**src/rtl/ex_commit_ctrl.sv**
```systemverilog
// rtl/ex_commit_ctrl.sv - exception/ERTN commit, pipeline flush and fetch redirect sequencer
module ex_commit_ctrl #(
  parameter int FLUSH_CYCLES = 2
) (
  input  logic        clk,
  input  logic        resetn,
  input  logic        ws_valid,
  input  logic [31:0] ws_pc,
  input  logic [4:0]  ws_ex_vec,
  input  logic        ws_ertn,
  input  logic        int_pending,
  input  logic        fs_ready,
  output logic        ws_hold,
  output logic        ws_cancel,
  output logic        csr_ex_commit,
  output logic        csr_ertn_commit,
  output logic [5:0]  csr_ecode,
  output logic [8:0]  csr_esubcode,
  output logic [31:0] csr_ex_pc,
  output logic        flush,
  output logic        redirect_valid,
  output logic        redirect_sel,
  output logic        busy
);

  localparam logic [1:0] S_IDLE     = 2'd0;
  localparam logic [1:0] S_COMMIT   = 2'd1;
  localparam logic [1:0] S_FLUSH    = 2'd2;
  localparam logic [1:0] S_REDIRECT = 2'd3;

  localparam logic [3:0] CNT_LOAD = 4'(FLUSH_CYCLES - 1);

  logic [1:0]  state_q, state_d;
  logic [3:0]  cnt_q, cnt_d;
  logic [5:0]  ecode_q, ecode_d;
  logic        ertn_q, ertn_d;
  logic [31:0] pc_q, pc_d;

  logic        evt;
  logic [5:0]  evt_ecode;
  logic        evt_ertn;
  logic        idle;

  assign evt  = ws_valid & (int_pending | (|ws_ex_vec) | ws_ertn);
  assign idle = (state_q == S_IDLE);

  // ertn only wins when nothing else is pending
  always_comb begin
    evt_ecode = 6'h00;
    evt_ertn  = 1'b0;
    if (int_pending)       evt_ecode = 6'h00;
    else if (ws_ex_vec[4]) evt_ecode = 6'h08;
    else if (ws_ex_vec[3]) evt_ecode = 6'h0D;
    else if (ws_ex_vec[2]) evt_ecode = 6'h0B;
    else if (ws_ex_vec[1]) evt_ecode = 6'h0C;
    else if (ws_ex_vec[0]) evt_ecode = 6'h09;
    else                   evt_ertn  = 1'b1;
  end

  always_comb begin
    state_d = state_q;
    cnt_d   = cnt_q;
    ecode_d = ecode_q;
    ertn_d  = ertn_q;
    pc_d    = pc_q;
    case (state_q)
      S_IDLE: begin
        if (evt) begin
          state_d = S_COMMIT;
          ecode_d = evt_ecode;
          ertn_d  = evt_ertn;
          pc_d    = ws_pc;
        end
      end
      S_COMMIT: begin
        state_d = S_FLUSH;
        cnt_d   = CNT_LOAD;
      end
      S_FLUSH: begin
        if (cnt_q == 4'd0) state_d = S_REDIRECT;
        else               cnt_d   = cnt_q - 4'd1;
      end
      S_REDIRECT: begin
        if (fs_ready) state_d = S_IDLE;
      end
      default: state_d = S_IDLE;
    endcase
  end

  always_ff @(posedge clk or negedge resetn) begin
    if (!resetn) begin
      state_q <= S_IDLE;
      cnt_q   <= 4'd0;
      ecode_q <= 6'd0;
      ertn_q  <= 1'b0;
      pc_q    <= 32'd0;
    end else begin
      state_q <= state_d;
      cnt_q   <= cnt_d;
      ecode_q <= ecode_d;
      ertn_q  <= ertn_d;
      pc_q    <= pc_d;
    end
  end

  // Outputs decode from state so reset clears them without waiting for a clock
  assign ws_hold         = resetn & (idle ? evt : 1'b1);
  assign ws_cancel       = ws_hold;
  assign csr_ex_commit   = (state_q == S_COMMIT) & ~ertn_q;
  assign csr_ertn_commit = (state_q == S_COMMIT) & ertn_q;
  assign csr_ecode       = idle ? 6'd0 : ecode_q;
  assign csr_esubcode    = 9'd0;
  assign csr_ex_pc       = idle ? 32'd0 : pc_q;
  assign flush           = (state_q == S_COMMIT) | (state_q == S_FLUSH);
  assign redirect_valid  = (state_q == S_REDIRECT);
  assign redirect_sel    = (state_q == S_REDIRECT) & ertn_q;
  assign busy            = ~idle;

endmodule
```
**config.mk**
```make
export PLATFORM = sky130hd
export DESIGN_NAME = ex_commit_ctrl
export DESIGN_NICKNAME = d
export VERILOG_FILES = /design/src/rtl/ex_commit_ctrl.sv
export SDC_FILE = /design/constraint.sdc
export NUM_CORES = 1
export LEC_CHECK = 0
export ABC_CLOCK_PERIOD_IN_PS = 3380
export BUFFER_PORTS_ARGS = -buffer_cell sky130_fd_sc_hd__clkbuf_2
export CAP_MARGIN = 20
export CORE_MARGIN = 4
export CORE_UTILIZATION = 31
export CTS_BUF_LIST = sky130_fd_sc_hd__clkbuf_4 sky130_fd_sc_hd__clkbuf_8 sky130_fd_sc_hd__clkbuf_16
export CTS_CLUSTER_SIZE = 14
export DETAILED_ROUTE_END_ITERATION = 8
export PLACE_DENSITY_LB_ADDON = 0.12
export SETUP_SLACK_MARGIN = 0.4
export SYNTH_ARGS = -nofsm -noshare
export SYNTH_HDL_FRONTEND = slang
export SYNTH_SLANG_ARGS = --single-unit
```
**constraint.sdc**
```tcl
create_clock -name clk -period 3.38 [get_ports clk]
set_input_delay 0.676 -clock clk [delete_from_list [all_inputs] [get_ports clk]]
set_output_delay 0.676 -clock clk [all_outputs]
set_load 0.005 [all_outputs]
```
## Word-level counts from Yosys, hierarchy flattened

Cells that the tools add are included.
W data, S select, Z words.

- Register bits: 45
- Word-level logic and storage cells: 51

- Reduce and logical (&&, ||, !) cells: 7
- Eq/ne operators: 7
- $add $sub $neg: 1
- Bitwise logic cells: 10
- Multiplexer cells: 21

Operators with widths:

| operator | count |
|---|---|
| $mux W32 | 1 |
| $mux W4 | 7 |
| $ne A2 B2 Y1 const B | 4 |
| $pmux W2 S4 | 1 |
| $pmux W4 S2 | 1 |
| $mux W1 | 7 |
| $mux W2 | 3 |
| $mux W6 | 1 |
| $and A1 B1 Y1 | 5 |
| $reduce_or A5 Y1 | 1 |
| $eq A2 B2 Y1 const B | 2 |
| $logic_not A4 Y1 | 1 |
| $reduce_and A2 Y1 | 2 |
| $sub A4 B1 Y4 const B | 1 |
| $or A1 B1 Y1 | 3 |
| $reduce_and A3 Y1 | 1 |
| $eq A2 B1 Y1 const B | 1 |
| $logic_not A2 Y1 | 1 |
| $not A1 Y1 | 2 |
| $reduce_bool A2 Y1 | 1 |

## Depth between registers and ports, before layout

Gate-level depths: netlist (run 1).

- Depth after elaboration: 6
- Gate-level depth with buffers: 7
- Gate-level depth less buffers: 6

## Worst setup path after synthesis (run 1)

Ideal clock, no wire load.

- Kind: in2out
- Start point: in ws_ex_vec[3]
- End point: out ws_hold
- Arrival: 2084 ps
- Cell stages on the path: 5
- Setup slack: 620 ps
- Cells stage by stage: or4_4 > or3_2 > o21ai_0 > a21boi_0 > buf_4

- Word-level cells in the longest chain between the ends: 6

RTL lines:

| element | line | source |
|---|---|---|
| start, declared | 9 | `input logic [4:0] ws_ex_vec,` |
| $reduce_or A5 Y1 | 44 | `assign evt = ws_valid & (int_pending \| (\|ws_ex_vec) \| ws_ertn);` |
| $or A1 B1 Y1 (2 in series) | 44 |  |
| $and A1 B1 Y1 | 44 |  |
| $mux W1 | 107 | `assign ws_hold = resetn & (idle ? evt : 1'b1);` |
| $and A1 B1 Y1 | 107 |  |
| end, declared | 13 | `output logic ws_hold,` |

Every way passes these cells.

## Worst setup path after layout (run 1)

- Start point: in ws_ex_vec[3]
- End point: out ws_cancel

- Word-level cells in the longest chain between the ends: 6

RTL lines:

| element | line | source |
|---|---|---|
| $reduce_or A5 Y1 | 44 |  |
| $or A1 B1 Y1 (2 in series) | 44 |  |
| $and A1 B1 Y1 | 44 |  |
| $mux W1 | 107 |  |
| $and A1 B1 Y1 | 107 |  |
| end, declared | 14 | `output logic ws_cancel,` |

Every way passes these cells.

==> metrics.md, run 1 <==
| Metric | Value |
|---|---|
| Initial antenna violation count | 0 |
| Nets | 326 |
| Clk slew on worst S/H paths | approximately 70 ps |
| Mux contribution to synthesized area | roughly 17% |
| CTS Buf Count | 5 |
| Starting density of the core | between 30% and 40% |
| Row Count | 30 |
| Worst setup path end | ws_cancel |
| CP arrival | 2200 ps |
| Largest net degree at the start of global routing | 44 |
| Hold_buf cts | 0 |
| RSZ-0062 raised after global routing | false |
| Worst-path maximum fanout | 4 |
| Post-route antenna net violation count | 0 |
| FF+latch count, synth | 43 |
| HPWL Detailed | 3525 um |
| Max-Cap Viols | 0 |
| Pre-CTS setup slack | ~520 ps |
| Die Area | around 8600 sq um |
| Initial drt markers | 27 |
| Vias in the first global route | 1670 |
| Final design utilization | between 40% and 50% |
| Synth Area in Adders | 2.825% |
| Sink Count | 43 |
| Slew Viols, Final | 0 |
| DR WL/cell | 12.55 um |
| Setup_tns | 0 ps |
| Total GRT Usage | between 10% and 20% |
| Reg2reg start | state_q[0]$_DFFE_PN0P_ |
| Worst Hold Slack | roughly 480 ps |
| Clk_lat worst skew | around 280 ps |
| Tightest Hold Check Type | register to register |
| Post-Synthesis Cells | around 190 |
| Lkg Pwr | 1.365 nW |
| Rel. slew slack | around 54% |
| Synth warnings | 0 |
| Placed insts | about 370 |
| Most common cell after layout, fill and taps aside | clkbuf_2 |
| Part of the cycle the worst path needs | between 80% and 90% |
| XOR/XNOR Fraction of Synth Area | 0% |
| Post CTS Setup Buffer Count | 0 |
| Power density cells | between 800 and 900 nW/um^2 |
| Fmax | around 350 MHz |
| # setup viols final | 0 |
| Final setup margin | about 500 ps |
| Area growth, synth to finish | 24.58% |
| CORE AREA | between 6000 and 7000 sq um |
| Synthesized area | 2215 sq um |
| Min Tclk post-route | approximately 2900 ps |
| Power Total | about 2.4 mW |
| Crit Path Category | input port to output pin |
| RR Endpoint | pc_q[12]$_DFFE_PN0P_ |
| Share of cells above drive strength 1 | ~47% |
| Most frequent cells in the layout | clkbuf_2, dfrtp_1, nor2b_1, mux2_2, conb_1 |
| Via count | ~1.6k |
| Post-Synth Simple-Gate Area | about 17% |
| Drt first pass iters | 4 |
| Critical path required time | 2700 ps |
| I/O pins | a little under 100 |
| Status | complete, no violations |
| Worst vdd ir | 0.0003291 V |
| Die height | 92.52 um |
| Post-synthesis compound-gate area fraction | between 6 and 7% |
| Worst slew pin tran | ~670 ps |
| Global-route wire length before repair | roughly 7600 um |
| Worst setup EP type | output pin |
| Post-route insts no fill | approximately 370 |
| Post_cts resized | 0 |
| Critical path launch point type | input port |
| CTS tree | done |
| Seq/Total Area, Yosys | ~50% |
| Die Width | between 90 and 100 um |
| CTS Buffer Depth | 2 |
| Setup crit start | ws_ex_vec[3] |
| FF-to-FF setup slack | between 1000 and 1500 ps |
| Clock tree root buffer cell | clkbuf_8 |
| DRC viols | 0 |
| Design Area, Final | 2759 sq um |
| Netlist cell types | 30 |
| Main combinational cell family by area after synthesis | multiplexers |
| # diodes | 0 |
| Final wirelength | 4683 um |
| Synthesized area per cell | 11.59 sq um |
| Drt via density | approximately 4.4 |
| CTS HTree Levels | 2 |
| Number of port buffers | between 80 and 90 |
| FILL cells | ~690 |
| Final Skew | roughly 4.8 ps |
| Final hold vios | 0 |
| Routability cong. | 0.6594 |
| Placed Area | ~2700 sq um |
| Total gr overflow | 0 |
| Worst reg-to-reg path cell count | 7 |
-- cell families (layout without fill, tap and decap cells) --
family / count (synthesis) / in the layout
DFF: 43 / 43
AOI/OAI and AO/OA: 19 / 19
and+or+nand+nor: 61 / 61
adders and majority gates: 5 / 5
muxes: 33 / 33
other: 1 / 11
buffers and inverters: 29 / 105
-- synthesized netlist by cell type (all sizes together) --
library cell  count  area share, %
dfrtp            43             49
nor2b            40             11
mux2             33             17
buf              16            6.1
inv               9            1.5
a21oi             5            1.1
ha                5            2.8
nand2             5           0.85
clkbuf            4           0.68
and2              3           0.85
nand2b            3           0.85
nor2              3           0.51
o21ai             3           0.68
o31ai             3            1.0
o41ai             3            2.0
nor3              2           0.45
or4               2           0.90
a2111oi           1           0.40
a211oi            1           0.34
a21boi            1           0.34
conb              1           0.17
nand4             1           0.28
nor4              1           0.28
o21a              1           0.34
o32a              1           0.45
or3               1           0.34
-- state kept, by name, summed over array words and instances (netlist names) --
register and flops:
ertn_q 1, cnt_q 4, ecode_q 4, state_q 2, pc_q 32
-- per-layer routing --
| metal | vias up | routed length, um | track usage (%) |
|---|---|---|---|
| met5 | - | 0 | 0 |
| met4 | 0 | 50 | 2.970 |
| met3 | 6 | 529 | 5.199 |
| met2 | 70 | 2078 | 17.70 |
| met1 | 760 | 2026 | 13.49 |
| li1 | 789 | - | - |
-- power by group --
part	switching (mW)	total, mW	internal, mW
clock network	0.157	0.303	0.146
registers	0.117	0.885	0.768
logic	0.545	1.19	0.642
-- area by class of cell --
| cell class | count | area, sq um | share of cell area [%] |
|---|---|---|---|
| inverter | 9 | 33.78 | 1.224 |
| multi-input combinational | 129 | 992.2 | 35.96 |
| clock buffer | 6 | 76.32 | 2.766 |
| tap | 96 | 120.1 | 4.354 |
| sequential | 43 | 1076 | 39.00 |
| timing repair buffer | 90 | 460.4 | 16.69 |
-- worst min-delay path by stage --
stage / startpoint / end / slack, ps / cells past startpoint
floorplan: resetn / cnt_q[0]$_DFFE_PN0P_ / 380 / 0
global placement: ecode_q[3]$_DFFE_PN0P_ / ecode_q[3]$_DFFE_PN0P_ / 460 / 2
detailed placement: ecode_q[2]$_DFFE_PN0P_ / ecode_q[2]$_DFFE_PN0P_ / 470 / 2
CTS: ecode_q[2]$_DFFE_PN0P_ / ecode_q[2]$_DFFE_PN0P_ / 490 / 2
global route: ecode_q[2]$_DFFE_PN0P_ / ecode_q[2]$_DFFE_PN0P_ / 510 / 2
finish: ecode_q[2]$_DFFE_PN0P_ / ecode_q[2]$_DFFE_PN0P_ / 480 / 2
-- worst max-delay path: stages --
cell and delay (ps):
clkbuf_2 110, or4_4 570, or3_2 440, o21ai_0 140, a21boi_0 120, clkbuf_2 140
Note: power is estimated with default switching activity, not from simulation.
==> run 2, diff against run 1 <==
--- a/config.mk
+++ b/config.mk
@@ -9,12 +9,13 @@
 export BUFFER_PORTS_ARGS = -buffer_cell sky130_fd_sc_hd__clkbuf_2
 export CAP_MARGIN = 20
 export CORE_MARGIN = 4
-export CORE_UTILIZATION = 31
+export CORE_UTILIZATION = 39
 export CTS_BUF_LIST = sky130_fd_sc_hd__clkbuf_4 sky130_fd_sc_hd__clkbuf_8 sky130_fd_sc_hd__clkbuf_16
 export CTS_CLUSTER_SIZE = 14
 export DETAILED_ROUTE_END_ITERATION = 8
 export PLACE_DENSITY_LB_ADDON = 0.12
-export SETUP_SLACK_MARGIN = 0.4
+export RECOVER_POWER = 50
+export SETUP_SLACK_MARGIN = 0.15
 export SYNTH_ARGS = -nofsm -noshare
 export SYNTH_HDL_FRONTEND = slang
 export SYNTH_SLANG_ARGS = --single-unit
==> run 2 against run 1 <==
The flow now finishes with violations (max-capacitance violations, max-slew violations). Final area shrank 0.64%. Total power grew 2.7%. Worst hold slack lost 1.6 ps. Worst setup slack lost 42 ps. Clock-buffer cell count is the same. Cell count shrank 6.4%. Clock skew is essentially flat. Critical path type unchanged. Critical endpoint unchanged. Largest power group unchanged. Highest routed layer unchanged.
==> metrics.md, run 2 (synthesis gave the netlist of run 1 again) <==
| Metric | Value |
|---|---|
| Routability cong. | 0.7702 |
| Final Skew | 4.834 ps |
| FILL cells | 530 |
| Initial antenna violation count | 0 |
| Critical path required time | 2700 ps |
| Lkg Pwr | around 1.4 nW |
| Clock tree root buffer cell | clkbuf_8 |
| Failing checks | max-capacitance violations, max-slew violations |
| Reg with most FFs | pc_q |
| Post-route antenna net violation count | 0 |
| Tightest Hold Check Type | register to register |
| Power Total | between 2 and 2.5 mW |
| Buf/Inv on CP | 2 |
| Worst reg-to-reg path cell count | 6 |
| Status | complete, but fails checks |
| Post_cts resized | 0 |
| Most frequent cells in the layout | clkbuf_2, dfrtp_1, nor2b_1, mux2_2, conb_1 |
| Largest net degree at the start of global routing | 44 |
| Clk slew on worst S/H paths | ~80 ps |
| Clk_lat worst skew | 290 ps |
| Top Registers | pc_q (32), cnt_q (4), ecode_q (4) |
| CP dominant cell by count | clkbuf_2 |
| Crit-path cells | clkbuf_2 -> or4_4 -> or3_2 -> o21ai_0 -> a21boi_0 -> clkbuf_2 |
| DR WL/cell | around 13 um |
| # setup viols final | 0 |
| Nets | between 300 and 400 |
| CTS tree | done |
| Min Tclk post-route | 2916 ps |
| Max reg flops | 32 |
| I/O pins | just under 100 |
| Initial drt markers | 66 |
| Hold Path Cell Cnt | 2 |
| Max-Cap Viols | 1 |
| Sink Count | 43 |
| CORE AREA | ~5500 sq um |
| DRC viols | 0 |
| # diodes | 0 |
| Row Count | 27 |
| Drt first pass iters | 2 |
| Setup_tns | 0 ps |
| CTS HTree Levels | 2 |
| Slew Viols, Final | 44 |
| Worst vdd ir | 0.0004360 V |
| Crit Path Category | input port to output pin |
| Worst-path maximum fanout | 4 |
| Final wirelength | 4438 um |
| Die Width | 83.36 um |
| Hold_buf cts | 0 |
| Final hold vios | 0 |
| Die Area | 6948 sq um |
| Worst slew pin tran | around 2300 ps |
| Area growth, synth to finish | 23.79% |
| Total gr overflow | 0 |
| Share of cells above drive strength 1 | roughly 46% |
| Via count | 1602 |
| Part of the cycle the worst path needs | a little under nine tenths |
| HPWL Detailed | about 3200 um |
| Number of port buffers | 86 |
| Max stage delay cell, worst path | or4_4 |
| Critical path depth | 6 |
| Rel. slew slack | -51.55% |
| CTS Buffer Depth | 2 |
| Post CTS Setup Buffer Count | 0 |
| RSZ-0062 raised after global routing | false |
| Global-route wire length before repair | 7431 um |
| Starting density of the core | 40.22% |
| Most common cell after layout, fill and taps aside | clkbuf_2 |
| Vias in the first global route | around 1.6k |
| CTS Buf Count | 5 |
| Worst setup EP type | output pin |
| Total GRT Usage | between 10% and 20% |
| CP arrival | between 2000 and 2500 ps |
| Fmax | 343.0 MHz |
| Top delay family on crit path | simple AND/OR/NAND/NOR gates |
| Die height | 83.36 um |
| CP peak stage delay | ~570 ps |
| Drt via density | between 4 and 5 |
| Power density cells | between 800 and 900 nW/um^2 |
| Critical path launch point type | input port |
## run 2: routing by layer
layer | GRT usage (%) | part of all wire (%) | up-vias
met3 | 5.258 | 9.1 | 4
li1 | - | - | 787
met4 | 4.012 | 0.77 | 0
met1 | 15.31 | 43 | 754
met2 | 21.57 | 47 | 57
met5 | 0 | 0 | -
## run 2: metrics by stage
stage | utilization (%) | worst slack [ps] | cell area, sq um | std cells | hold slack [ps]
final | 49.78 | 464.1 | 2741 | 349 | 477.4
after global routing | 49.78 | 227.4 | 2741 | 349 | 498.7
after CTS | 49.97 | 452.5 | 2751 | 349 | 481.0
after detailed placement | 48.03 | 458.2 | 2645 | 342 | 463.0
after global placement | 48.03 | 495.7 | 2645 | 342 | 452.3
after floorplan | - | 620.4 | 2252 | 201 | 380.4
## run 2: cell type report
class / count / area, sq um / share of cell area [%]
clock buffer: 6 / 76.32 / 2.784
clock inverter: 1 / 30.03 / 1.095
inverter: 9 / 33.78 / 1.232
multi-input combinational: 129 / 992.2 / 36.19
sequential: 43 / 1076 / 39.25
tap: 72 / 90.09 / 3.286
timing repair buffer: 89 / 442.9 / 16.16
## run 2: path summary, 6_finish.rpt
| check | startpoint | end | slack [ps] |
|---|---|---|---|
| max in group asynchronous | resetn | cnt_q[3]$_DFFE_PN0P_ | 880 |
| min | ecode_q[3]$_DFFE_PN0P_ | ecode_q[3]$_DFFE_PN0P_ | 480 |
| min reg2reg | ecode_q[3]$_DFFE_PN0P_ | ecode_q[3]$_DFFE_PN0P_ | 480 |
| min in group asynchronous | resetn | ertn_q$_DFFE_PN0P_ | 1200 |
| max reg2reg | state_q[0]$_DFFE_PN0P_ | ecode_q[0]$_DFFE_PN0P_ | 570 |
| max | ws_ex_vec[3] | ws_cancel | 460 |
## run 2: tightest hold or removal path, delay by kind of cell (launching register included)
kind               cells  cell delay (ps)
DFF                    1              340
and+or+nand+nor        1               50
AOI/OAI and AO/OA      1               50
## run 2: where the power goes
group / internal [mW] / switching (mW)
combinational: 0.631 / 0.534
sequential: 0.768 / 0.118
clock: 0.225 / 0.164
total: 1.62 / 0.816
==> run 3, diff against run 2 <==
--- a/config.mk
+++ b/config.mk
@@ -9,7 +9,7 @@
 export BUFFER_PORTS_ARGS = -buffer_cell sky130_fd_sc_hd__clkbuf_2
 export CAP_MARGIN = 20
 export CORE_MARGIN = 4
-export CORE_UTILIZATION = 39
+export CORE_UTILIZATION = 51
 export CTS_BUF_LIST = sky130_fd_sc_hd__clkbuf_4 sky130_fd_sc_hd__clkbuf_8 sky130_fd_sc_hd__clkbuf_16
 export CTS_CLUSTER_SIZE = 14
 export DETAILED_ROUTE_END_ITERATION = 8
==> run 3 against run 2 <==
The flow still finishes with violations (max-capacitance violations, max-slew violations). Routed wire length down 4.6%. Sequential cell count did not move. Combinational power hardly changed. Fmax increased by 1.3%. Clock-buffer cell count increased by 2. Worst hold slack got worse by 3.5 ps. Sequential share of layout area is 0.64 points higher. Register-to-register slack improved by 230 ps. Global-route usage is 3.2 points higher. Sequential power barely moved.
==> metrics.md, run 3 (synthesis gave the netlist of run 1 again) <==
| Metric | Value |
|---|---|
| Status | complete, but fails checks |
| Failing checks | max-capacitance violations, max-slew violations |
| Final setup margin | roughly 500 ps |
| Hold_buf cts | 0 |
| Fmax | 347.3 MHz |
| Worst reg-to-reg path cell count | 6 |
| Worst vdd ir | approximately 0.00047 V |
| Max reg flops | 32 |
| Post CTS Setup Buffer Count | 0 |
| Row Count | 23 |
| Worst Hold Slack | 473.9 ps |
| CP dominant cell by count | clkbuf_2 |
| # diodes | 0 |
| Starting density of the core | roughly 54% |
| Drt first pass iters | 4 |
| Area growth, synth to finish | 21.81% |
| Power density cells | between 800 and 900 nW/um^2 |
| Share of cells above drive strength 1 | a little under half |
| Clk slew on worst S/H paths | approximately 70 ps |
| Pre-CTS setup slack | 473.4 ps |
| Tightest Hold Check Type | register to register |
| CTS Buf Count | 5 |
| Final Skew | 2.495 ps |
| FILL cells | 362 |
| Worst-path maximum fanout | 4 |
| FF-to-FF setup slack | roughly 800 ps |
| Crit Path Category | input port to output pin |
| CP arrival | ~2200 ps |
| Final wirelength | 4234 um |
| Worst slew pin tran | 2203 ps |
| Worst setup EP type | output pin |
| Routability cong. | roughly 0.75 |
| Global-route wire length before repair | 6858 um |
| Reg with most FFs | pc_q |
| Total gr overflow | 0 |
| Buf/Inv on CP | 2 |
| Critical path required time | about 2700 ps |
| Design Area, Final | around 2700 sq um |
| Hold Startpoint | ecode_q[0]$_DFFE_PN0P_ |
| Setup_tns | 0 ps |
| Vias in the first global route | approximately 1.5k |
| RR Endpoint | pc_q[28]$_DFFE_PN0P_ |
| Area of the multi-input gates | 973.4 sq um |
| Initial drt markers | 76 |
| Die Width | 73.90 um |
| Max stage delay cell, worst path | or4_4 |
| CORE AREA | around 4100 sq um |
| Critical path launch point type | input port |
| Top Registers | pc_q (32), cnt_q (4), ecode_q (4) |
| Lkg Pwr | 1.360 nW |
| Clock tree root buffer cell | clkbuf_8 |
| Critical path depth | 6 |
| CTS Buffer Depth | 2 |
| Post-route antenna net violation count | 0 |
| Sequential cell area | around 1100 sq um |
| Most frequent cells in the layout | clkbuf_2, dfrtp_1, nor2b_1, mux2_2, conb_1 |
| Hold Path Sink | ecode_q[0]$_DFFE_PN0P_ |
| Placed Area | between 2000 and 3000 sq um |
| CP peak stage delay | 550 ps |
| CTS HTree Levels | 2 |
| Hold Path Cell Cnt | 2 |
| Drt via density | 4.888 |
| Sink Count | 43 |
| Rel. slew slack | -46.87% |
| # setup viols final | 0 |
| Die height | between 70 and 80 um |
| Part of the cycle the worst path needs | between 80% and 90% |
| Top delay family on crit path | simple AND/OR/NAND/NOR gates |
| Crit-path cells | clkbuf_2 -> or4_4 -> or3_2 -> o21ai_0 -> a21boi_0 -> clkbuf_2 |
| Slew Viols, Final | 44 |
| CTS tree | done |
| Reg2reg start | state_q[0]$_DFFE_PN0P_ |
| Min Tclk post-route | about 2900 ps |
| I/O pins | slightly below 100 |
| Largest net degree at the start of global routing | 44 |
| Final hold vios | 0 |
| Via count | about 1.6k |
| DRC viols | 0 |
| Max-Cap Viols | 1 |
| Initial antenna violation count | 0 |
| Clk_lat worst skew | 280 ps |
| Number of port buffers | 86 |
| Most common cell after layout, fill and taps aside | clkbuf_2 |
| HPWL Detailed | roughly 3200 um |
| DR WL/cell | around 13 um |
| Post_cts resized | 0 |
| Die Area | around 5500 sq um |
| Nets | approximately 330 |
| RSZ-0062 raised after global routing | false |
| Total GRT Usage | approximately 16% |
-- run 3: changes by cell type in the layout (fill, tap and decap cells not counted) --
cell       delta
clkbuf_2      +1
o41ai_1       +1
clkbuf_8      +2
and2_0        +1
o41ai_4       -1
and2_1        -1
bufinv_16     -1
-- run 3: layout make-up --
class / count / share of cell area, %
Clock buffer: 8 / 3.850
Timing Repair Buffer: 90 / 16.60
Tap cell: 50 / 2.319
Inverter: 9 / 1.252
Sequential cell: 43 / 39.89
Multi-Input combinational cell: 129 / 36.09
-- run 3: worst min-delay path: stages (launching register included) --
cell and delay [ps]:
dfrtp_1 340, nand2_1 50, o41ai_1 50
-- run 3: per-layer routing --
layer / routed length [um] / global-route usage (%) / part of all wire, %
met1: 1732 / 19.35 / 41
met2: 2109 / 27.66 / 50
met3: 360 / 5.746 / 8.5
met4: 32 / 3.622 / 0.76
met5: 0 / 0 / 0
-- run 3: worst max-delay path by stage --
stage               slack (ps)                endpoint         start
floorplan                  620                 ws_hold  ws_ex_vec[3]
detailed placement         470               ws_cancel  ws_ex_vec[3]
CTS                        470               ws_cancel  ws_ex_vec[3]
global placement           500                 ws_hold  ws_ex_vec[3]
global route               410  ecode_q[1]$_DFFE_PN0P_        resetn
finish                     500               ws_cancel  ws_ex_vec[3]
-- run 3: where the power goes --
group | internal (mW) | switching, mW
sequential | 0.768 | 0.118
clock | 0.194 | 0.158
combinational | 0.629 | 0.528
-- run 3: metrics by stage --
stage               total power, mW  cells  utilization [%]
finish                        2.395    329            66.01
global placement              2.063    321            64.24
CTS                           2.456    329            66.78
floorplan                     1.654    201                -
global route                  2.615    329            66.01
detailed placement            2.090    321            64.24
